### config.mk
export PLATFORM = sky130hd
export DESIGN_NAME = photon_acq_sequencer
export DESIGN_NICKNAME = d
export VERILOG_FILES = /design/src/rtl/photon_pkg.sv /design/src/rtl/pmt_edge_sync.sv /design/src/rtl/photon_acq_sequencer.sv
export SDC_FILE = /design/constraint.sdc
export NUM_CORES = 1
export LEC_CHECK = 0
export CELL_PAD_IN_SITES_DETAIL_PLACEMENT = 0
export CELL_PAD_IN_SITES_GLOBAL_PLACEMENT = 1
export CORE_MARGIN = 8
export CORE_UTILIZATION = 44
export CTS_CLUSTER_DIAMETER = 60
export DETAILED_ROUTE_END_ITERATION = 8
export GPL_ROUTABILITY_DRIVEN = 1
export MAX_ROUTING_LAYER = met4
export PLACE_DENSITY = 0.77
export SYNTH_ARGS = -nofsm -noshare
export SYNTH_HDL_FRONTEND = slang
export SYNTH_SLANG_ARGS = --single-unit
### constraint.sdc
create_clock -name clk -period 2.9 [get_ports clk]
set_input_delay 0.87 -clock clk [delete_from_list [all_inputs] [get_ports clk]]
set_output_delay 0.87 -clock clk [all_outputs]
set_load 0.1 [all_outputs]
### src/rtl/photon_pkg.sv
// Shared types and widths for the photon time-of-flight acquisition sequencer.
package photon_pkg;

    localparam int TIMER_W_DEF = 16;
    localparam int SHOT_W      = 8;

    typedef enum logic [2:0] {
        S_IDLE,
        S_FIRE,
        S_ARM,
        S_RESULT,
        S_GAP
    } state_t;

endpackage

### src/rtl/pmt_edge_sync.sv
// Brings the asynchronous active-low PMT stop into the clk domain and emits a
// registered one-cycle pulse per falling edge (3 cycles pin-to-pulse).
module pmt_edge_sync (
    input  logic clk,
    input  logic rst,
    input  logic stop_n,
    output logic stop_ev
);

    logic sync_p0;
    logic sync_p1;
    logic sync_p2;

    always_ff @(posedge clk or posedge rst) begin
        if (rst) begin
            sync_p0 <= 1'b1;
            sync_p1 <= 1'b1;
            sync_p2 <= 1'b1;
            stop_ev <= 1'b0;
        end else begin
            // sync_p0/p1 form the metastability chain, sync_p2 is the edge history
            sync_p0 <= stop_n;
            sync_p1 <= sync_p0;
            sync_p2 <= sync_p1;
            stop_ev <= sync_p2 & ~sync_p1;
        end
    end

endmodule

### src/rtl/photon_acq_sequencer.sv
// Laser-fire / PMT-capture sequencer: fires a burst of shots, times the first
// stop event of each shot within a detection window, and hands out one result per shot.
module photon_acq_sequencer
    import photon_pkg::*;
#(
    parameter int TIMER_W  = TIMER_W_DEF,
    parameter int PERIOD   = 1000,
    parameter int WINDOW   = 500,
    parameter int TRIG_LEN = 4
) (
    input  logic               clk,
    input  logic               rst,
    input  logic               start,
    input  logic               abort,
    input  logic [SHOT_W-1:0]  num_shots,
    input  logic               stop_n,
    output logic               laser_trig,
    output logic               busy,
    output logic               done,
    output logic               res_valid,
    input  logic               res_ready,
    output logic [TIMER_W-1:0] res_time,
    output logic               res_hit,
    output logic [SHOT_W-1:0]  res_shot
);

    localparam logic [TIMER_W-1:0] FIRE_LAST = TIMER_W'(TRIG_LEN - 1);
    localparam logic [TIMER_W-1:0] WIN_LAST  = TIMER_W'(WINDOW - 1);
    localparam logic [TIMER_W-1:0] PER_LAST  = TIMER_W'(PERIOD - 1);

    function automatic logic [TIMER_W-1:0] sat_inc(input logic [TIMER_W-1:0] v);
        return (&v) ? v : v + 1'b1;
    endfunction

    state_t              state_q, state_d;
    logic [TIMER_W-1:0]  timer_q, per_q, res_time_q;
    logic [SHOT_W-1:0]   shot_q, last_q;
    logic                hit_pend_q, done_q, res_hit_q;
    logic                stop_ev;
    logic                cap_hit, cap_miss, hs, finish, accept, enter_fire;

    pmt_edge_sync u_sync (
        .clk     (clk),
        .rst     (rst),
        .stop_n  (stop_n),
        .stop_ev (stop_ev)
    );

    always_comb begin
        state_d    = state_q;
        cap_hit    = 1'b0;
        cap_miss   = 1'b0;
        hs         = 1'b0;
        finish     = 1'b0;
        laser_trig = (state_q == S_FIRE);
        busy       = (state_q != S_IDLE);
        res_valid  = (state_q == S_RESULT);
        case (state_q)
            S_IDLE: begin
                if (start) state_d = S_FIRE;
            end
            S_FIRE: begin
                // An early hit is latched but the laser pulse still runs its full length
                if (stop_ev && !hit_pend_q) cap_hit = 1'b1;
                if (timer_q == FIRE_LAST)
                    state_d = (hit_pend_q || cap_hit) ? S_RESULT : S_ARM;
            end
            S_ARM: begin
                if (stop_ev) begin
                    cap_hit = 1'b1;
                    state_d = S_RESULT;
                end else if (timer_q == WIN_LAST) begin
                    cap_miss = 1'b1;
                    state_d  = S_RESULT;
                end
            end
            S_RESULT: begin
                if (res_ready) begin
                    hs = 1'b1;
                    if (shot_q == last_q) begin
                        finish  = 1'b1;
                        state_d = S_IDLE;
                    end else begin
                        state_d = S_GAP;
                    end
                end
            end
            S_GAP: begin
                // >= also covers a period already overrun by a stalled consumer
                if (per_q >= PER_LAST) state_d = S_FIRE;
            end
            default: state_d = S_IDLE;
        endcase
        if (abort) begin
            state_d  = S_IDLE;
            cap_hit  = 1'b0;
            cap_miss = 1'b0;
            hs       = 1'b0;
            finish   = 1'b0;
        end
    end

    assign accept     = (state_q == S_IDLE) && (state_d == S_FIRE);
    assign enter_fire = (state_q != S_FIRE) && (state_d == S_FIRE);

    always_ff @(posedge clk or posedge rst) begin
        if (rst) begin
            state_q    <= S_IDLE;
            timer_q    <= '0;
            per_q      <= '0;
            shot_q     <= '0;
            last_q     <= '0;
            hit_pend_q <= 1'b0;
            done_q     <= 1'b0;
            res_time_q <= '0;
            res_hit_q  <= 1'b0;
        end else begin
            state_q <= state_d;
            done_q  <= finish;
            // num_shots of 0 wraps to a last index of 255, i.e. 256 shots
            if (accept) begin
                shot_q <= '0;
                last_q <= num_shots - 1'b1;
            end else if (hs && !finish) begin
                shot_q <= shot_q + 1'b1;
            end
            if (enter_fire) begin
                timer_q    <= '0;
                per_q      <= '0;
                hit_pend_q <= 1'b0;
            end else begin
                per_q <= sat_inc(per_q);
                if (state_q == S_FIRE || state_q == S_ARM) timer_q <= sat_inc(timer_q);
            end
            if (cap_hit) begin
                res_time_q <= timer_q;
                res_hit_q  <= 1'b1;
                hit_pend_q <= 1'b1;
            end else if (cap_miss) begin
                res_time_q <= '0;
                res_hit_q  <= 1'b0;
            end
        end
    end

    assign done     = done_q;
    assign res_time = res_time_q;
    assign res_hit  = res_hit_q;
    assign res_shot = shot_q;

endmodule

==> results of run 1 <==
-- layer usage --
layer | global-route usage, % | part of all wire, %
met1 | 18.8 | 48
met2 | 21.8 | 46
met3 | 4.76 | 4.6
met4 | 4.20 | 1.4
met5 | - | 0
-- synth_stat cells, types with 5 or more instances --
master    count
and3_1        6
xnor2_1      17
a22o_1       16
nor3_1        6
nand3_1      17
nand4_1      11
inv_1         5
nor2_2       30
buf_2         5
dfrtp_1      71
nor2_1       40
clkbuf_1      5
a21oi_1      11
xor2_1       30
nand2_1      22
a211oi_1      6
-- flip-flops by register name (all words and copies together) (netlist names) --
name and cells:
u_sync.stop_ev 1, state_q 3, hit_pend_q 1, res_time 16, per_q 16, res_shot 8
u_sync.sync_p1 1, u_sync.sync_p0 1, u_sync.sync_p2 1, done 1, res_hit 1, timer_q 16
last_q 8
-- cells by family after synthesis --
group	count (synthesis)
compound gates	55
fa+ha+maj	4
simple gates	161
buf+inv	20
xor+xnor	47
mux	2
flops	74
-- metrics by stage --
step	setup TNS (ns)	hold WS, ns
floorplan	0	0.345
global placement	0	0.349
detailed placement	-0.0994	0.347
CTS	0	0.354
global route	0	0.352
finish	0	0.354
-- placed cells by master (no fill, tap or decap), types with 6 or more instances in the layout --
master / count
nand4_1: 11
nand2_1: 22
nor2_1: 40
a211oi_1: 6
a22o_1: 16
nand3_1: 17
xor2_1: 30
clkdlybuf4s50_1: 13
nor3_1: 6
and3_1: 6
buf_4: 37
clkbuf_8: 10
a21oi_1: 11
nor2_2: 30
dfrtp_1: 71
xnor2_1: 17
-- report_power, final --
group	switching (mW)	leakage [nW]	internal [mW]
registers	0.157	0.980	1.19
clock network	0.381	0.109	0.509
logic	0.868	0.905	0.412
-- worst max path at each step --
stage,to
after floorplan,laser_trig
after global placement,timer_q[5]$_DFFE_PP0P_
after detailed placement,timer_q[0]$_DFFE_PP0P_
after CTS,timer_q[0]$_DFFE_PP0P_
after global routing,laser_trig
final,timer_q[0]$_DFFE_PP0P_
-- cell type report --
| class | count | area (µm²) | area share, % |
|---|---|---|---|
| multi-input combinational | 269 | 1810 | 40.0 |
| timing repair buffer | 54 | 488 | 10.8 |
| inverter | 5 | 18.8 | 0.414 |
| clock buffer | 10 | 138 | 3.04 |
| clock inverter | 6 | 88.8 | 1.96 |
| sequential | 74 | 1860 | 40.9 |
| tap | 105 | 131 | 2.90 |
==> results.txt, run 1 <==
* Total routed wirelength: 7740 µm
- Cell Area, Placed: 4310 µm²
- Summing the areas of all xor and xnor instances in the mapped netlist gives 10.9% of the synthesized area.
* Crit Path Max Fanout: 10
- Net count reported at finish: 431
* Syn avg cell area: 10.4 µm²
- The critical path is of the input pin to register type.
- VDD IR-drop max: 0.654 mV
- Counting I/O delays and the setup requirement, the final critical path takes 2.54 ns.
- Wire length of the first global-routing pass: 13,300 µm
- Number of hold violations in the final report: 0
- Die Outline Area: 11,800 µm²
* Antenna violations before repair: 0
- Number of placed cells counting well taps: 507
* Cell area after synthesis: 3770 µm²
- End-of-flow core utilization: 54.9%
- The synthesized netlist devotes 1.33% of its cell area to adder and majority cells.
- Max Fclk: 394 MHz
* Synth Area in Compound Gates: 11.0%
- Entering global routing, the biggest net connects 75 pins.
- The kind of cell with the highest combined delay along the critical path is simple AND/OR/NAND/NOR gates.
- Slack of the worst reg-to-reg path: 0.55 ns
* Clock insertion delay at the later pin of the skew report: 0.35 ns
- In this run the deepest clock path goes through 2 buffers.
- Fraction of the mapped netlist area in simple logic gates: 24.1%
- The total overflow left after global routing is 0.
- Filler-free cell count of the finished design: 523
* Number of max-slew violations in the final report: 0
* Number of global-route vias before repair: 2,694
- Cell accounting for the most synthesized area: dfrtp_1
- Source of the worst register-to-register timing path: timer_q[0]$_DFFE_PP0P_
* Tot GR Track Use: 14.7%
- At the worst endpoint, the arrival time is 2.77 ns.
- Max-cap viol count: 0
- Gates resized during post-CTS repair numbered 0.
- Once the clock tree was built, the setup fixing pass inserted 0 buffers.
- Row generation in the floorplan step produced 33 rows.
- Final weighted congestion in routability-driven placement: 0.855
- In the final layout, the share of cells above drive strength 1 is 24.9%.
- The worst path meets setup with 0.363 ns of slack.
- Number of synthesized register bits: 74
- Main combinational cell family by area after synthesis: simple AND/OR/NAND/NOR gates
- Once the floorplan was initialized, standard cells occupied 45.7% of the core.
* Count of hold buffers inserted by post-cts repair: 0
* Master cell of the clock root buffer: clkbuf_8
- The critical path starts at abort.
* Final period utilization: 87.5%
* Post-Place Setup Slack: -0.0156 ns
- DRC violation total after the first TritonRoute iteration: 84
* Worst-path clk slew: 0.07 ns
- For hold timing, the worst endpoint is u_sync.sync_p1$_DFF_PP1_.
- Run status: complete, no violations
* Unrepaired setup endpoints after global routing: no
- The clock drives 74 sinks.
- The area growth from synthesis to layout is 20.2%.
- Cells on Worst Hold Path: 0
- Die boundary height: 109 µm
- Class of the tightest hold or removal check: register to register
* Power density of the placed cells: 776 nW/µm²
- Headroom to the max-slew limit came out at 51.2%.
- For this run, design rule violations remaining after detail routing come to 0.
* Wirelength per Cell: 14.8 µm
- Num CTS Buffers: 9
- Total of fill cells in the finished design: 756
* Beginning of the worst hold path: u_sync.sync_p0$_DFF_PP1_
- Worst Clk Skew: 0.00777 ns
- The analysis attributes to cell leakage a power of 1.99 nW.
* Setup-violating endpoint count in the final report: 0
- Buffers placed on the I/O ports in this run total 42.
- Top post-synthesis cells by area: dfrtp_1, xor2_1, nor2_2, nor2_1, xnor2_1
- The clock tree synthesis step divided the H-tree into 3 levels.
* Worst path bufs/invs: 2
- Portion of the post-synthesis area used by sequential elements: 49.2%
- The number of nets in the synthesized netlist is 381.
- For this run, the slowest stage of the critical path takes 0.59 ns.
- Reg-to-reg critical path endpoint: timer_q[0]$_DFFE_PP0P_
- Post-synthesis cell count: 363
- Count of boundary I/O pins: 43
* Startpoint types: input pin
- In this run, synthesis inferred 0 flip-flops with an integrated enable.
- In the synthesized netlist the dominant register cell turns out to be dfrtp_1.
- The share of synthesized area in the top cell type comes to 47.1%.
* Vias/cell: 5.24
- For the pin with the worst max-slew slack, the measured transition is 0.731 ns.
- Cell breakdown of the critical path: clkdlybuf4s50_1 -> or2_2 -> or4_4 -> a31oi_4 -> buf_4 -> nor2_2
- The critical path crosses 6 cells after its start point.
- The number of cells on the worst reg-to-reg path is 7.
- The count of nets left with antenna violations once routing finished came out at 0.
- Setup crit end kind: register
- Power, Total: 3.52 mW
- The die is 109 µm wide.
- Post-synth cell types: 49
- In the synthesized netlist the async set-or-reset flop fraction comes to 100%.
- CP Data Required Time: 3.14 ns
* Std-Cell Core Area: 8260 µm²
* Router iterations before antenna repair: 4
* Master of the slowest instance on the critical path: or4_4
* Detail Placement HPWL: 5570 µm
* TritonCTS clock tree: yes
- Multiplexer area fraction after synthesis: 0.531%
* Total via count in the routed design: 2,741
* Antenna diodes: 0
* Number of synthesis warnings: 0
- Post-Layout Inst Area: 4530 µm²
Note: power is estimated with default switching activity, not from simulation.
==> run 2, diff against run 1 <==
--- a/config.mk
+++ b/config.mk
@@ -10,10 +10,12 @@
 export CORE_MARGIN = 8
 export CORE_UTILIZATION = 44
 export CTS_CLUSTER_DIAMETER = 60
+export CTS_CLUSTER_SIZE = 25
 export DETAILED_ROUTE_END_ITERATION = 8
 export GPL_ROUTABILITY_DRIVEN = 1
 export MAX_ROUTING_LAYER = met4
 export PLACE_DENSITY = 0.77
+export SETUP_SLACK_MARGIN = 0.1
 export SYNTH_ARGS = -nofsm -noshare
 export SYNTH_HDL_FRONTEND = slang
 export SYNTH_SLANG_ARGS = --single-unit
==> run 2 against run 1 <==
  * Critical endpoint is now per_q[4]$_DFFE_PP0P_
  * Routed wire length hardly changed
  * Critical path type unchanged
  * Sequential share of layout area is 0.37 points lower
  * Register-to-register slack better by 0.02 ns
  * Clock skew is 0.0035 ns higher
  * Clock power is 17% higher
==> results.txt, run 2 (synthesis results as in run 1) <==
- The floorplan die area was 11,800 µm² (unchanged).
* Max-cap viol count: 0 (unchanged)
* Number of H-tree levels: 3 (unchanged)
- The number of antenna violations at the first check in global routing was 0 (unchanged).
* Worst-path clk slew: 0.07 ns (about the same)
- The run finished with clean final reports.
- Die boundary height: 109 µm (unchanged)
* Arrival time of the worst setup path: 2.79 ns (+0.02 ns)
- The remaining number of nets flagged by the antenna check after routing came to 0 (unchanged).
- Row cnt: 33 (unchanged)
- Number of gates resized after cts: 0 (unchanged)
- Wirelength per Cell: 14.8 µm (about the same)
- The cell sitting at the root of the clock tree is a clkbuf_8.
- Power, Total: 3.66 mW (+3.9%)
- The cell count after placement was 507 (unchanged).
* Worst Clk Skew: 0.0113 ns (+0.00349 ns)
- Cell Area, Placed: 4310 µm² (about the same)
- Static power due to leakage: 2.02 nW (+1.0%)
- CP Data Required Time: 3.11 ns (-0.03 ns)
- The worst hold slack came to 0.358 ns (+0.00396 ns).
- The count of nets after finishing was 431 (unchanged).
- The first-pass iteration count of the detailed router is 4 (unchanged).
- The worst setup path is of the input pin to register kind.
- The area growth from synthesis to layout is 21.3%.
* VDD IR-drop max: 0.808 mV (+24%)
- The total number of vias is 2,737 (-0.15%).
- Number of clock sinks: 74 (unchanged)
- Setup crit end kind: register
- Final routed DRC violation total: 0 (unchanged)
* Maximum clock path buffer count: 2 (unchanged)
- The last weighted congestion value of the routability-driven placer is 0.836 (-2.3%).
* Largest net degree at the start of global routing: 75 (unchanged)
- Count of input and output buffers: 42 (unchanged)
* TritonCTS clock tree: yes
- The buffers inserted during post-CTS setup optimization was 0 (unchanged).
- Vias/cell: 5.23 (-0.15%)
- Startpoint types: input pin
- The number of CTS-inserted buffers is 9 (unchanged).
- Class of the tightest hold or removal check: register to register
- Total routed wirelength: 7730 µm (about the same)
* Final period utilization: 89.1% (+1.6 points)
* Count of boundary I/O pins: 43 (unchanged)
* Post-route met1 wirelength: 3770 µm (+2.5%)
- The highest metal layer carrying signal wires in the routed design is met4.
- Detail Placement HPWL: 5500 µm (-1.3%)
- Chip Width: 109 µm (unchanged)
- The cell area after layout was 4580 µm² (+0.91%).
- Crit Path Max Fanout: 23 (+13)
- Clock insertion delay at the later pin of the skew report: 0.34 ns (about the same)
- Number of global-route vias before repair: 2,696 (+0.074%)
* Commonest non-fill, non-tap cell in the layout: dfrtp_1
- The final sum of negative setup slack is 0 ns (unchanged).
- Unrepaired setup endpoints after global routing: no
* Power density of the placed cells: 799 nW/µm² (+3.0%)
* Std-Cell Core Area: 8260 µm² (unchanged)
* Sum of overflow across all layers after global routing: 0 (unchanged)
- Relative slew slack: 52.2% (+0.96 points)
- Slack of the worst reg-to-reg path: 0.57 ns (+0.02 ns)
- The first-pass GRT wire length is 13,500 µm (+1.0%).
- Filler-free cell count of the finished design: 523 (unchanged)
* Antenna diodes: 0 (unchanged)
- The initial standard-cell utilization of the core was 45.7% (unchanged).
- The routed length on met3 was 354 µm (-0.28%).
- The maximum frequency from static timing analysis came to 387 MHz (-1.8%).
- Transition time at the pin with the least slew margin: 0.717 ns (-0.0144 ns)
* Number of hold violations in the final report: 0 (unchanged)
* Top library cells by usage in the layout, fill and taps aside: dfrtp_1, nor2_1, buf_4
- The clock period minus worst slack is 2.58 ns (+0.0454 ns).
* Share of post-route cells with drive strength above 1: 25.1% (+0.24 points)
- The count of final max-slew check failures was 0 (unchanged).
- Tot GR Track Use: 14.8% (+0.081 points)
* Setup-violating endpoint count in the final report: 0 (unchanged)
- The violation count after the first detailed-routing iteration came to 94 (+12%).
- The met2 layer wire length in the routed design is 3540 µm (-1.4%).
* Count of hold buffers inserted by post-cts repair: 0 (unchanged)
-- run 2: cell count changes in the layout (fill, tap and decap cells not counted), sizes merged --
cell      delta
bufinv       +2
clkbuf       -1
clkinv       +1
clkinvlp     -1
inv          -1
-- run 2: final cells by class --
class	instances	area, µm²
clock buffers	9	124
inverters	5	18.8
clock inverters	7	141
flip-flops and latches	74	1860
fillers	762	3680
repair buffers	54	488
multi-input cells	269	1820
well taps	105	131
-- run 2: routing by layer --
metal,vias up,GRT usage [%]
met1,1317,19.7
met4,0,3.81
met3,7,4.40
met2,41,21.5
li1,1372,-
met5,-,-
-- run 2: power breakdown --
part / total [mW] / switching, mW / leakage, nW / internal, mW
Clock: 1.04 / 0.381 / 0.129 / 0.658
Sequential: 1.34 / 0.152 / 0.980 / 1.19
Combinational: 1.27 / 0.868 / 0.906 / 0.405
-- run 2: final timing paths --
kind	start	to	cells after the start
min reg2reg	u_sync.sync_p0$_DFF_PP1_	u_sync.sync_p1$_DFF_PP1_	0
max in group asynchronous	rst	u_sync.sync_p2$_DFF_PP1_	3
min in group asynchronous	rst	last_q[7]$_DFFE_PP0N_	3
max	abort	per_q[4]$_DFFE_PP0P_	6
min	u_sync.sync_p0$_DFF_PP1_	u_sync.sync_p1$_DFF_PP1_	0
max reg2reg	timer_q[0]$_DFFE_PP0P_	per_q[4]$_DFFE_PP0P_	7
-- run 2: critical path: stages --
cell	delay, ns
clkdlybuf4s50_1	0.44
or2_2	0.35
or4_4	0.60
a31oi_4	0.23
buf_12	0.22
nor3_1	0.08
-- run 2: metrics by stage --
step,utilization (%),setup slack [ns]
finish,55.4,0.317
global route,55.4,0.263
CTS,55.4,0.320
detailed placement,52.2,-0.0466
global placement,52.2,-0.00853
floorplan,-,0.153
==> run 3, diff against run 2 <==
--- a/config.mk
+++ b/config.mk
@@ -7,7 +7,7 @@
 export LEC_CHECK = 0
 export CELL_PAD_IN_SITES_DETAIL_PLACEMENT = 0
 export CELL_PAD_IN_SITES_GLOBAL_PLACEMENT = 1
-export CORE_MARGIN = 8
+export CORE_ASPECT_RATIO = 1.2
 export CORE_UTILIZATION = 44
 export CTS_CLUSTER_DIAMETER = 60
 export CTS_CLUSTER_SIZE = 25
@@ -15,6 +15,7 @@
 export GPL_ROUTABILITY_DRIVEN = 1
 export MAX_ROUTING_LAYER = met4
 export PLACE_DENSITY = 0.77
+export REMOVE_ABC_BUFFERS = 1
 export SETUP_SLACK_MARGIN = 0.1
 export SYNTH_ARGS = -nofsm -noshare
 export SYNTH_HDL_FRONTEND = slang
==> run 3 against run 2 <==
  * Setup slack improved by 0.017 ns
  * Total power shrank 3.8%
  * Hold slack better by 0.0032 ns
==> results.txt, run 3 (synthesis results as in run 1) <==
* Type of the setup path with the least slack: input pin to register
- Num CTS Buffers: 9 (unchanged)
- Count of input and output buffers: 42 (unchanged)
- Run status: complete, no violations
* Power density of the placed cells: 777 nW/µm² (-2.7%)
* Die Outline Area: 8950 µm² (-24%)
- Area added between synthesis and finish: 20.0%
- Worst-path clk slew: 0.07 ns (about the same)
* Setup-violating endpoint count in the final report: 0 (unchanged)
* Initial core utilization: 46.0% (+0.33 points)
* Net count reported at finish: 431 (unchanged)
- The remaining number of nets flagged by the antenna check after routing is 0 (unchanged).
- Final critical-path required period: 2.57 ns (-0.0169 ns)
- VDD IR-drop max: 0.431 mV (-47%)
* Cells on Worst Hold Path: 0 (unchanged)
- Setup repair after global routing left no endpoint under its margin.
- The number of ports placed on the die boundary is 43 (unchanged).
- Detail Placement HPWL: 5470 µm (-0.56%)
- Total routed wirelength: 7720 µm (-0.16%)
- Startpoint types: input pin
- The last weighted congestion value of the routability-driven placer was 0.803 (-3.9%).
- TritonCTS built the clock tree.
- Total of fill cells in the finished design: 757 (-0.66%)
* Clock insertion delay at the later pin of the skew report: 0.35 ns (about the same)
- The arrival time reported for the critical path endpoint was 2.79 ns (about the same).
* Maximum clock path buffer count: 2 (unchanged)
- The largest fanout of any net on the critical path was 10 (-57%).
* Number of H-tree levels: 3 (unchanged)
- Number of max-slew violations in the final report: 0 (unchanged)
- The root buffer cell chosen for the clock tree is clkbuf_8.
- CP Data Required Time: 3.13 ns (+0.02 ns)
- Static power due to leakage: 2.00 nW (-1.0%)
- Commonest non-fill, non-tap cell in the layout: dfrtp_1
- The transition at the pin with the smallest max-transition slack came to 0.660 ns (-0.0569 ns).
- The average vias per placed instance came to 5.20 (-0.61%).
- Max Fclk: 390 MHz (+0.66%)
- Die boundary height: 103 µm (-4.8%)
- Number of hold violations in the final report: 0 (unchanged)
- Total via count in the routed design: 2,767 (+1.1%)
- The number of clock sinks came to 74 (unchanged).
- The headroom to the max-slew limit is 56.0% (+3.8 points).
* Number of global-route vias before repair: 2,751 (+2.0%)
* Row cnt: 36 (+9.1%)
- # Post-CTS Setup Buffers: 0 (unchanged)
* Final period utilization: 88.5% (-0.58 points)
- The horizontal extent of the die is 86.5 µm (-20%).
- Sum of overflow across all layers after global routing: 0 (unchanged)
* Antenna diodes: 0 (unchanged)
* Count of hold buffers inserted by post-cts repair: 0 (unchanged)
- Std-Cell Core Area: 8200 µm² (-0.73%)
- Max-cap viol count: 0 (unchanged)
* DRC violation total after the first TritonRoute iteration: 104 (+11%)
* Post-route worst hold slack: 0.361 ns (+0.00317 ns)
- The routed length per placed instance came to 14.5 µm (-1.8%).
- Class of the tightest hold or removal check: register to register
* Power, Total: 3.52 mW (-3.8%)
- Number of gates resized after cts: 0 (unchanged)
- The post-detailed-route DRC marker count came to 0 (unchanged).
- In the layout the commonest cells are dfrtp_1, nor2_1, buf_4.
* Worst reg-to-reg path cell count: 7 (unchanged)
- Router iterations before antenna repair: 4 (unchanged)
- The worst clock skew came to 0.0168 ns (+0.00551 ns).
- The largest net degree at the start of global routing came to 75 (unchanged).
- Share of post-route cells with drive strength above 1: 24.6% (-0.48 points)
* Antenna violations before repair: 0 (unchanged)
* Tot GR Track Use: 19.9% (+5.1 points)
- The worst setup path is captured at a register.
- Wire length of the first global-routing pass: 13,100 µm (-2.6%)
==> run 3: cell types whose count changed in the layout (fill, tap and decap cells not counted) <==
cell / change
buf_12: -1
bufinv_16: -2
clkinvlp_4: -1
nor2_2: -1
nor2_1: +1
clkbuf_1: +1
buf_4: +1
clkbuf_8: +1
clkinv_2: +1
==> run 3: worst max-delay path, stage by stage <==
cell and delay, ns:
clkdlybuf4s50_1 0.44, or2_2 0.33, or4_4 0.59, a31oi_4 0.25
buf_4 0.25, nor2_2 0.06
==> run 3: cell type report <==
type	instances	area [µm²]	share of cell area, %
clock buffers	11	141	3.12
well taps	114	143	3.15
clock inverters	5	78.8	1.74
multi-input cells	269	1810	40.1
flip-flops and latches	74	1860	41.0
repair buffers	54	475	10.5
inverters	5	18.8	0.415
==> run 3: worst paths after layout <==
kind / slack [ns] / to / from
max in group asynchronous: 1.63 / per_q[9]$_DFFE_PP0P_ / rst
setup / recovery: 0.33 / per_q[6]$_DFFE_PP0P_ / abort
min in group asynchronous: 0.90 / res_shot[4]$_DFFE_PP0P_ / rst
hold / removal: 0.36 / u_sync.sync_p1$_DFF_PP1_ / u_sync.sync_p0$_DFF_PP1_
hold reg to reg: 0.36 / u_sync.sync_p1$_DFF_PP1_ / u_sync.sync_p0$_DFF_PP1_
setup reg to reg: 0.56 / per_q[6]$_DFFE_PP0P_ / timer_q[0]$_DFFE_PP0P_
==> run 3: power breakdown <==
| group | leakage, nW | internal [mW] | switching (mW) | total (mW) |
|---|---|---|---|---|
| Clock | 0.113 | 0.507 | 0.376 | 0.883 |
| Sequential | 0.980 | 1.19 | 0.169 | 1.36 |
| Combinational | 0.902 | 0.405 | 0.869 | 1.27 |
==> run 3: per-layer routing <==
layer | share of wire, % | GRT usage [%] | wire length, µm
met2 | 50 | 33.0 | 3870
met4 | 0.93 | 7.69 | 72
met5 | 0 | - | 0
met1 | 46 | 24.0 | 3550
met3 | 3.0 | 4.13 | 229
==> run 3: through the flow <==
stage	instances	TNS [ns]	worst slack (ns)	util, %	cell area (µm²)
after detailed placement	516	-0.121	-0.0103	52.5	4310
final	532	0	0.334	55.2	4530
after global routing	532	0	0.300	55.2	4530
after floorplan	348	-5.00	-0.230	-	3680
after global placement	516	-0.0564	-0.00711	52.5	4310
after CTS	532	0	0.342	55.2	4530
